`config.mk`:
```
export PLATFORM = sky130hd
export DESIGN_NAME = regfile_port_arbiter
export DESIGN_NICKNAME = d
export VERILOG_FILES = /design/src/rtl/regfile_port_arbiter_pkg.sv /design/src/rtl/rr_arb_pick.sv /design/src/rtl/regfile_port_arbiter.sv
export SDC_FILE = /design/constraint.sdc
export NUM_CORES = 1
export LEC_CHECK = 0
export CAP_MARGIN = 20
export CORE_ASPECT_RATIO = 0.6
export CORE_MARGIN = 1.5
export CORE_UTILIZATION = 30
export DETAILED_ROUTE_END_ITERATION = 8
export GPL_ROUTABILITY_DRIVEN = 0
export GPL_TIMING_DRIVEN = 0
export PLACE_DENSITY_LB_ADDON = 0.25
export RECOVER_POWER = 100
export SLEW_MARGIN = 20
export SYNTH_ARGS = -nofsm -noshare
export SYNTH_HDL_FRONTEND = slang
export SYNTH_SLANG_ARGS = --single-unit
```
`constraint.sdc`:
```
create_clock -name clk -period 5.17 [get_ports clk]
set_input_delay 0.517 -clock clk [delete_from_list [all_inputs] [get_ports clk]]
set_output_delay 0.517 -clock clk [all_outputs]
set_load 0.005 [all_outputs]
```
`src/rtl/regfile_port_arbiter_pkg.sv`:
```
// Shared constants and helpers for the regFile port arbiter.
// PhitSize and DwidthRfAdd carry the same values as phit_size and dwidth_RFadd
// in the shared my_interface.vh header.
package regfile_port_arbiter_pkg;

  localparam int unsigned PhitSize    = 32;
  localparam int unsigned DwidthRfAdd = 5;

  // Increment a requester index modulo n.
  function automatic int unsigned wrap_inc(input int unsigned idx, input int unsigned n);
    return (idx + 1 >= n) ? 0 : idx + 1;
  endfunction

endpackage

```
`src/rtl/rr_arb_pick.sv`:
```
// Round-robin pick: finds the first set request bit at or after ptr, wrapping
// modulo N.
// Ports:
//   req   - request vector
//   ptr   - scan start index (0..N-1)
//   gnt   - one-hot grant of the picked bit (zero when nothing is requested)
//   idx   - index of the picked bit (zero when nothing is requested)
//   found - a request was found
module rr_arb_pick #(
  parameter int unsigned N  = 4,
  parameter int unsigned IW = 2
) (
  input  logic [N-1:0]  req,
  input  logic [IW-1:0] ptr,
  output logic [N-1:0]  gnt,
  output logic [IW-1:0] idx,
  output logic          found
);

  int unsigned j;

  always_comb begin
    gnt   = '0;
    idx   = '0;
    found = 1'b0;
    j     = 0;
    for (int unsigned i = 0; i < N; i++) begin
      j = 32'(ptr) + i;
      if (j >= N) j = j - N;
      if (!found && req[j]) begin
        found  = 1'b1;
        gnt[j] = 1'b1;
        idx    = IW'(j);
      end
    end
  end

endmodule

```
`src/rtl/regfile_port_arbiter.sv`:
```
// Shares one regFile (1 write port, 2 combinational read ports) among NUM_REQ
// requesters. The write port and the two read ports are allocated round-robin
// each cycle; read data is registered back to the winners one cycle later.
// Ports:
//   clk, rst_n                 - clock, asynchronous active-low reset
//   wr_req/wr_addr/wr_data     - per-requester write requests (packed)
//   wr_gnt                     - one-hot write grant (combinational)
//   rd_req/rd_addr             - per-requester read requests (packed)
//   rd_gnt                     - read grant, up to two bits (combinational)
//   rd_data/rd_vld             - registered read data and one-cycle valid
//   rf_*                       - regFile connections
module regfile_port_arbiter
  import regfile_port_arbiter_pkg::*;
#(
  parameter int unsigned NUM_REQ = 4,
  parameter int unsigned DW      = PhitSize,
  parameter int unsigned AW      = DwidthRfAdd
) (
  input  logic                  clk,
  input  logic                  rst_n,
  input  logic [NUM_REQ-1:0]    wr_req,
  input  logic [NUM_REQ*AW-1:0] wr_addr,
  input  logic [NUM_REQ*DW-1:0] wr_data,
  output logic [NUM_REQ-1:0]    wr_gnt,
  input  logic [NUM_REQ-1:0]    rd_req,
  input  logic [NUM_REQ*AW-1:0] rd_addr,
  output logic [NUM_REQ-1:0]    rd_gnt,
  output logic [NUM_REQ*DW-1:0] rd_data,
  output logic [NUM_REQ-1:0]    rd_vld,
  output logic [DW-1:0]         rf_d_in,
  output logic [AW-1:0]         rf_wr_addr,
  output logic                  rf_wen,
  output logic [AW-1:0]         rf_rd_addr1,
  output logic [AW-1:0]         rf_rd_addr2,
  input  logic [DW-1:0]         rf_d_out1,
  input  logic [DW-1:0]         rf_d_out2
);

  localparam int unsigned IW = (NUM_REQ > 1) ? $clog2(NUM_REQ) : 1;

  logic [IW-1:0]      wr_ptr_q, wr_ptr_d;
  logic [IW-1:0]      rd_ptr_q, rd_ptr_d;
  logic [NUM_REQ-1:0] wr_pick_gnt, rd1_gnt, rd2_gnt;
  logic [IW-1:0]      wr_idx, rd1_idx, rd2_idx;
  logic               wr_found, rd1_found, rd2_found;

  rr_arb_pick #(.N(NUM_REQ), .IW(IW)) u_wr_pick (
    .req   (wr_req),
    .ptr   (wr_ptr_q),
    .gnt   (wr_pick_gnt),
    .idx   (wr_idx),
    .found (wr_found)
  );

  rr_arb_pick #(.N(NUM_REQ), .IW(IW)) u_rd1_pick (
    .req   (rd_req),
    .ptr   (rd_ptr_q),
    .gnt   (rd1_gnt),
    .idx   (rd1_idx),
    .found (rd1_found)
  );

  // Masking out the port1 winner and scanning from the same pointer yields
  // the second set bit in round-robin order.
  rr_arb_pick #(.N(NUM_REQ), .IW(IW)) u_rd2_pick (
    .req   (rd_req & ~rd1_gnt),
    .ptr   (rd_ptr_q),
    .gnt   (rd2_gnt),
    .idx   (rd2_idx),
    .found (rd2_found)
  );

  // Grants and regFile controls are forced idle while reset is held so that
  // nothing is written or captured during reset.
  always_comb begin
    wr_gnt      = '0;
    rf_wen      = 1'b0;
    rf_wr_addr  = '0;
    rf_d_in     = '0;
    rd_gnt      = '0;
    rf_rd_addr1 = '0;
    rf_rd_addr2 = '0;
    if (rst_n) begin
      if (wr_found) begin
        wr_gnt     = wr_pick_gnt;
        rf_wen     = 1'b1;
        rf_wr_addr = wr_addr[32'(wr_idx)*AW +: AW];
        rf_d_in    = wr_data[32'(wr_idx)*DW +: DW];
      end
      rd_gnt = rd1_gnt | rd2_gnt;
      if (rd1_found) rf_rd_addr1 = rd_addr[32'(rd1_idx)*AW +: AW];
      if (rd2_found) rf_rd_addr2 = rd_addr[32'(rd2_idx)*AW +: AW];
    end
  end

  always_comb begin
    wr_ptr_d = wr_ptr_q;
    rd_ptr_d = rd_ptr_q;
    if (wr_found)       wr_ptr_d = IW'(wrap_inc(32'(wr_idx), NUM_REQ));
    if (rd2_found)      rd_ptr_d = IW'(wrap_inc(32'(rd2_idx), NUM_REQ));
    else if (rd1_found) rd_ptr_d = IW'(wrap_inc(32'(rd1_idx), NUM_REQ));
  end

  always_ff @(posedge clk or negedge rst_n) begin
    if (!rst_n) begin
      wr_ptr_q <= '0;
      rd_ptr_q <= '0;
      rd_data  <= '0;
      rd_vld   <= '0;
    end else begin
      wr_ptr_q <= wr_ptr_d;
      rd_ptr_q <= rd_ptr_d;
      rd_vld   <= rd1_gnt | rd2_gnt;
      for (int unsigned k = 0; k < NUM_REQ; k++) begin
        if (rd1_gnt[k])      rd_data[k*DW +: DW] <= rf_d_out1;
        else if (rd2_gnt[k]) rd_data[k*DW +: DW] <= rf_d_out2;
      end
    end
  end

endmodule

```
==> impl_metrics.py <==
metrics = {
    "timing": {
        "final-setup-viol-count": 0,
        "max_slew_margin_pct": 34.11,
        "worst_slack_ns": 0.1678,
        "finalCriticalPeriod_ns": 5.002,
        "worst_slew_pin_slew_ns": 0.9883,
        "hold_viol": 0,
        "slew_viol_final": 0,
        "fmax_mhz": 199.9,
        "grt_setup_unrepaired": "true",
        "skew_ns": 0.008425,
        "period_share_pct": 96.75,
    },
    "routing": {
        "viasPerCell": 5.171,
        "drcViolationCount": 0,
        "dr.pass1.iters": 6,
        "drt_iter0_drc": 552,
        "antenna_left": 0,
        "wl_um": 37770,
        "vias": 8521,
        "wire_per_inst_um": 22.92,
    },
    "pwr": {
        "power.static_leakage_nw": 5.849,
        "p_per_area_mw_per_mm2": 761.4,
        "ir_drop_mv": 0.3225,
        "power_w": 0.01159,
    },
    "synth": {
        "synthTopCellsByCount": "145 x mux2_2, 136 x dfrtp_1, 124 x mux2_1",
        "synth_area_leaders": "dfrtp_1 36%, mux2_2 17%, mux2_1 15%",
        "synth.most_common_cell": "mux2_2",
        "synthesis.nets": 1005,
        "avgSynthCellArea_um2": 12.45,
        "syn_area_mm2": 0.009403,
        "ys_types": 56,
        "synth_edf_count": 0,
        "synthFlopType": "dfrtp_1",
        "netlist_instances": 755,
        "synthArstFlopShare_pct": 100.0,
        "yosys_warnings": 0,
        "seq_area_frac_synth_pct": 36.19,
        "yosysTopAreaCell": "dfrtp_1",
        "ys_ff_latch": 136,
        "synth.top_cell.area_share_pct": 36.19,
    },
    "global_route": {
        "grt_use_met2_pct": 34.64,
        "grt_pass1_vias": 8608,
        "use_met3_pct": 7.695,
        "grt_max_degree": 82,
        "gr-max-usage-layer": "met2",
        "grt_pass1_wl_um": 55860,
        "grt_use_met1_pct": 32.38,
        "grt-ovfl-total": 0,
        "antenna_found_initial": 2,
        "grt_usage_pct": 23.12,
    },
    "critical_path": {
        "start_kind": "flip-flop",
        "crit_top_cell": "buf_4",
        "path_cells": "buf_6, clkinvlp_4, ha_4, or3b_1, a2111oi_4, buf_4, o21ai_2, o211ai_1, buf_4, nor3_1, a211oi_1, o221ai_4, nor2_2, a22o_1, clkdlybuf4s50_1",
        "crit_path_end_kind": "output pin",
        "crit_family": "compound AO/OA/AOI/OAI gates",
        "rr_worst_depth": 17,
        "critPathBufInv": 5,
        "timing.rr.start": "rd_ptr_q[1]",
        "critical_path_arrival_ns": 4.49,
        "cp_data_required_time_ns": 4.65,
        "r2r-end": "rd_data[70]",
        "r2r_slack_ns": 0.79,
        "cp_slowest_cell": "clkdlybuf4s50_1",
        "cp_max_fo": 7,
        "slowest_delay_ns": 0.52,
        "critical_path_class": "reg2out",
    },
    "status": {
        "outcome": "finished, final reports clean",
    },
    "placed_design": {
        "dp_hpwl_um": 29420,
        "dpl_worst_slack_ns": -0.7482,
        "io_buffers": 428,
    },
    "floorplanning": {
        "die_x_um": 231.6,
        "die_area_mm2": 0.03245,
        "initial_core_util_pct": 30.92,
        "core_mm2": 0.03041,
        "die_h_um": 140.1,
        "ios": 430,
        "num_rows": 49,
    },
    "layout": {
        "drive_gt1_share_pct": 25.04,
        "nets": 1475,
        "area_delta_synth_final_pct": 61.86,
    },
    "cts": {
        "cts_root_buf": "clkbuf_16",
        "ctsHoldBuffers": 0,
        "clock_path_buffers": 2,
        "cts-htree-levels": 4,
        "cts_sinks": 136,
        "cts_buffers": 17,
        "cts_tree": "done",
        "clkSlewWorstSetupHoldPaths_ns": 0.06,
        "clk-insertion-delay-late_ns": 0.43,
    },
    "hold_path": {
        "hp-class": "in2async",
    },
    "run": {
        "maxCapViolations": 0,
    },
}
[power breakdown]
part	leakage (nW)	switching, W	internal [W]
registers	1.59	0.000274	0.00170
logic	3.97	0.00386	0.00454
clock network	0.282	0.000516	0.000700
total	5.85	0.00465	0.00694
[repair_timing]
item	in CTS	in global routing
pin swaps	8	7
setup buffers	10	12
resized for setup	33	24
endpoints found under the setup margin	146	37
endpoints found under the hold margin	0	0
[per-stage QoR]
step                      setup TNS, ns  cell area [um^2]  hold slack (ns)  cells  util (%)
after global placement          -598.04             14200           0.4737   1591     46.69
after CTS                             0             15020          0.09703   1635     49.41
after detailed placement         -23.23             14230           0.4799   1593     46.81
after global routing          -0.006982             15220           0.1173   1647     50.04
after floorplan                       0              9403           0.2214    755         -
final                                 0             15220          0.07768   1648     50.05
[cell families after synthesis]
| kind of cell | count (synthesis) | share of synthesized area [%] |
|---|---|---|
| compound gates | 94 | 7.771 |
| fa+ha+maj | 8 | 1.065 |
| mux | 322 | 43.98 |
| flops | 136 | 36.19 |
| buf+inv | 62 | 3.140 |
| xor+xnor | 3 | 0.2795 |
| simple gates | 130 | 7.571 |
[metal layers]
layer  vias to the layer above  part of all wire [%]
met4                         2                   1.1
met5                         -                 0.032
met2                       375                    44
li1                       3829                     -
met3                        33                   9.2
met1                      4282                    46
[sequential cells by signal, summed over array words and instances (netlist names), named ones only]
signal,count
rd_ptr_q,1
rd_data,128
wr_ptr_q,1
rd_vld,4
[layout make-up]
type / instances / area [um^2]
plain buffers: 51 / 294.0
multi-input cells: 557 / 5889
clock buffers: 19 / 452.9
well taps: 408 / 510.5
diodes: 2 / 5.005
flip-flops and latches: 136 / 3403
inverters: 10 / 45.04
clock inverters: 13 / 132.6
fillers: 2766 / 15190
repair buffers: 452 / 4487
[how the worst max path moves through the flow]
stage	from	endpoint	slack, ns	cells past startpoint
after detailed placement	rd_ptr_q[1]	rd_gnt[3]	-0.75	14
after floorplan	rd_ptr_q[1]	rf_rd_addr2[1]	0.92	12
after CTS	rd_ptr_q[1]	rd_gnt[3]	0.003	16
final	rd_ptr_q[1]	rf_rd_addr2[4]	0.17	15
after global placement	rst_n	rf_d_in[5]	-4.68	7
after global routing	rd_ptr_q[1]	rd_gnt[3]	-0.007	15
[cell usage in the layout (no fill, tap or decap), types with 5 or more instances in the layout]
master / n
dfrtp_1: 136
a21oi_1: 9
o21ai_0: 7
mux2i_1: 5
mux4_2: 46
dlygate4sd3_1: 132
mux2_2: 144
mux2_1: 124
nor2b_1: 14
inv_1: 5
buf_2: 7
nand2_1: 23
nor3_1: 7
o21ai_1: 5
buf_4: 30
o21a_1: 5
ha_1: 6
inv_6: 7
o22ai_1: 11
a211oi_4: 5
a22o_1: 5
clkbuf_16: 17
nor2_1: 21
and2_1: 39
nand3_1: 6
buf_6: 7
clkbuf_1: 25
clkdlybuf4s50_1: 295
No activity file was read; power rests on OpenSTA's default activity.
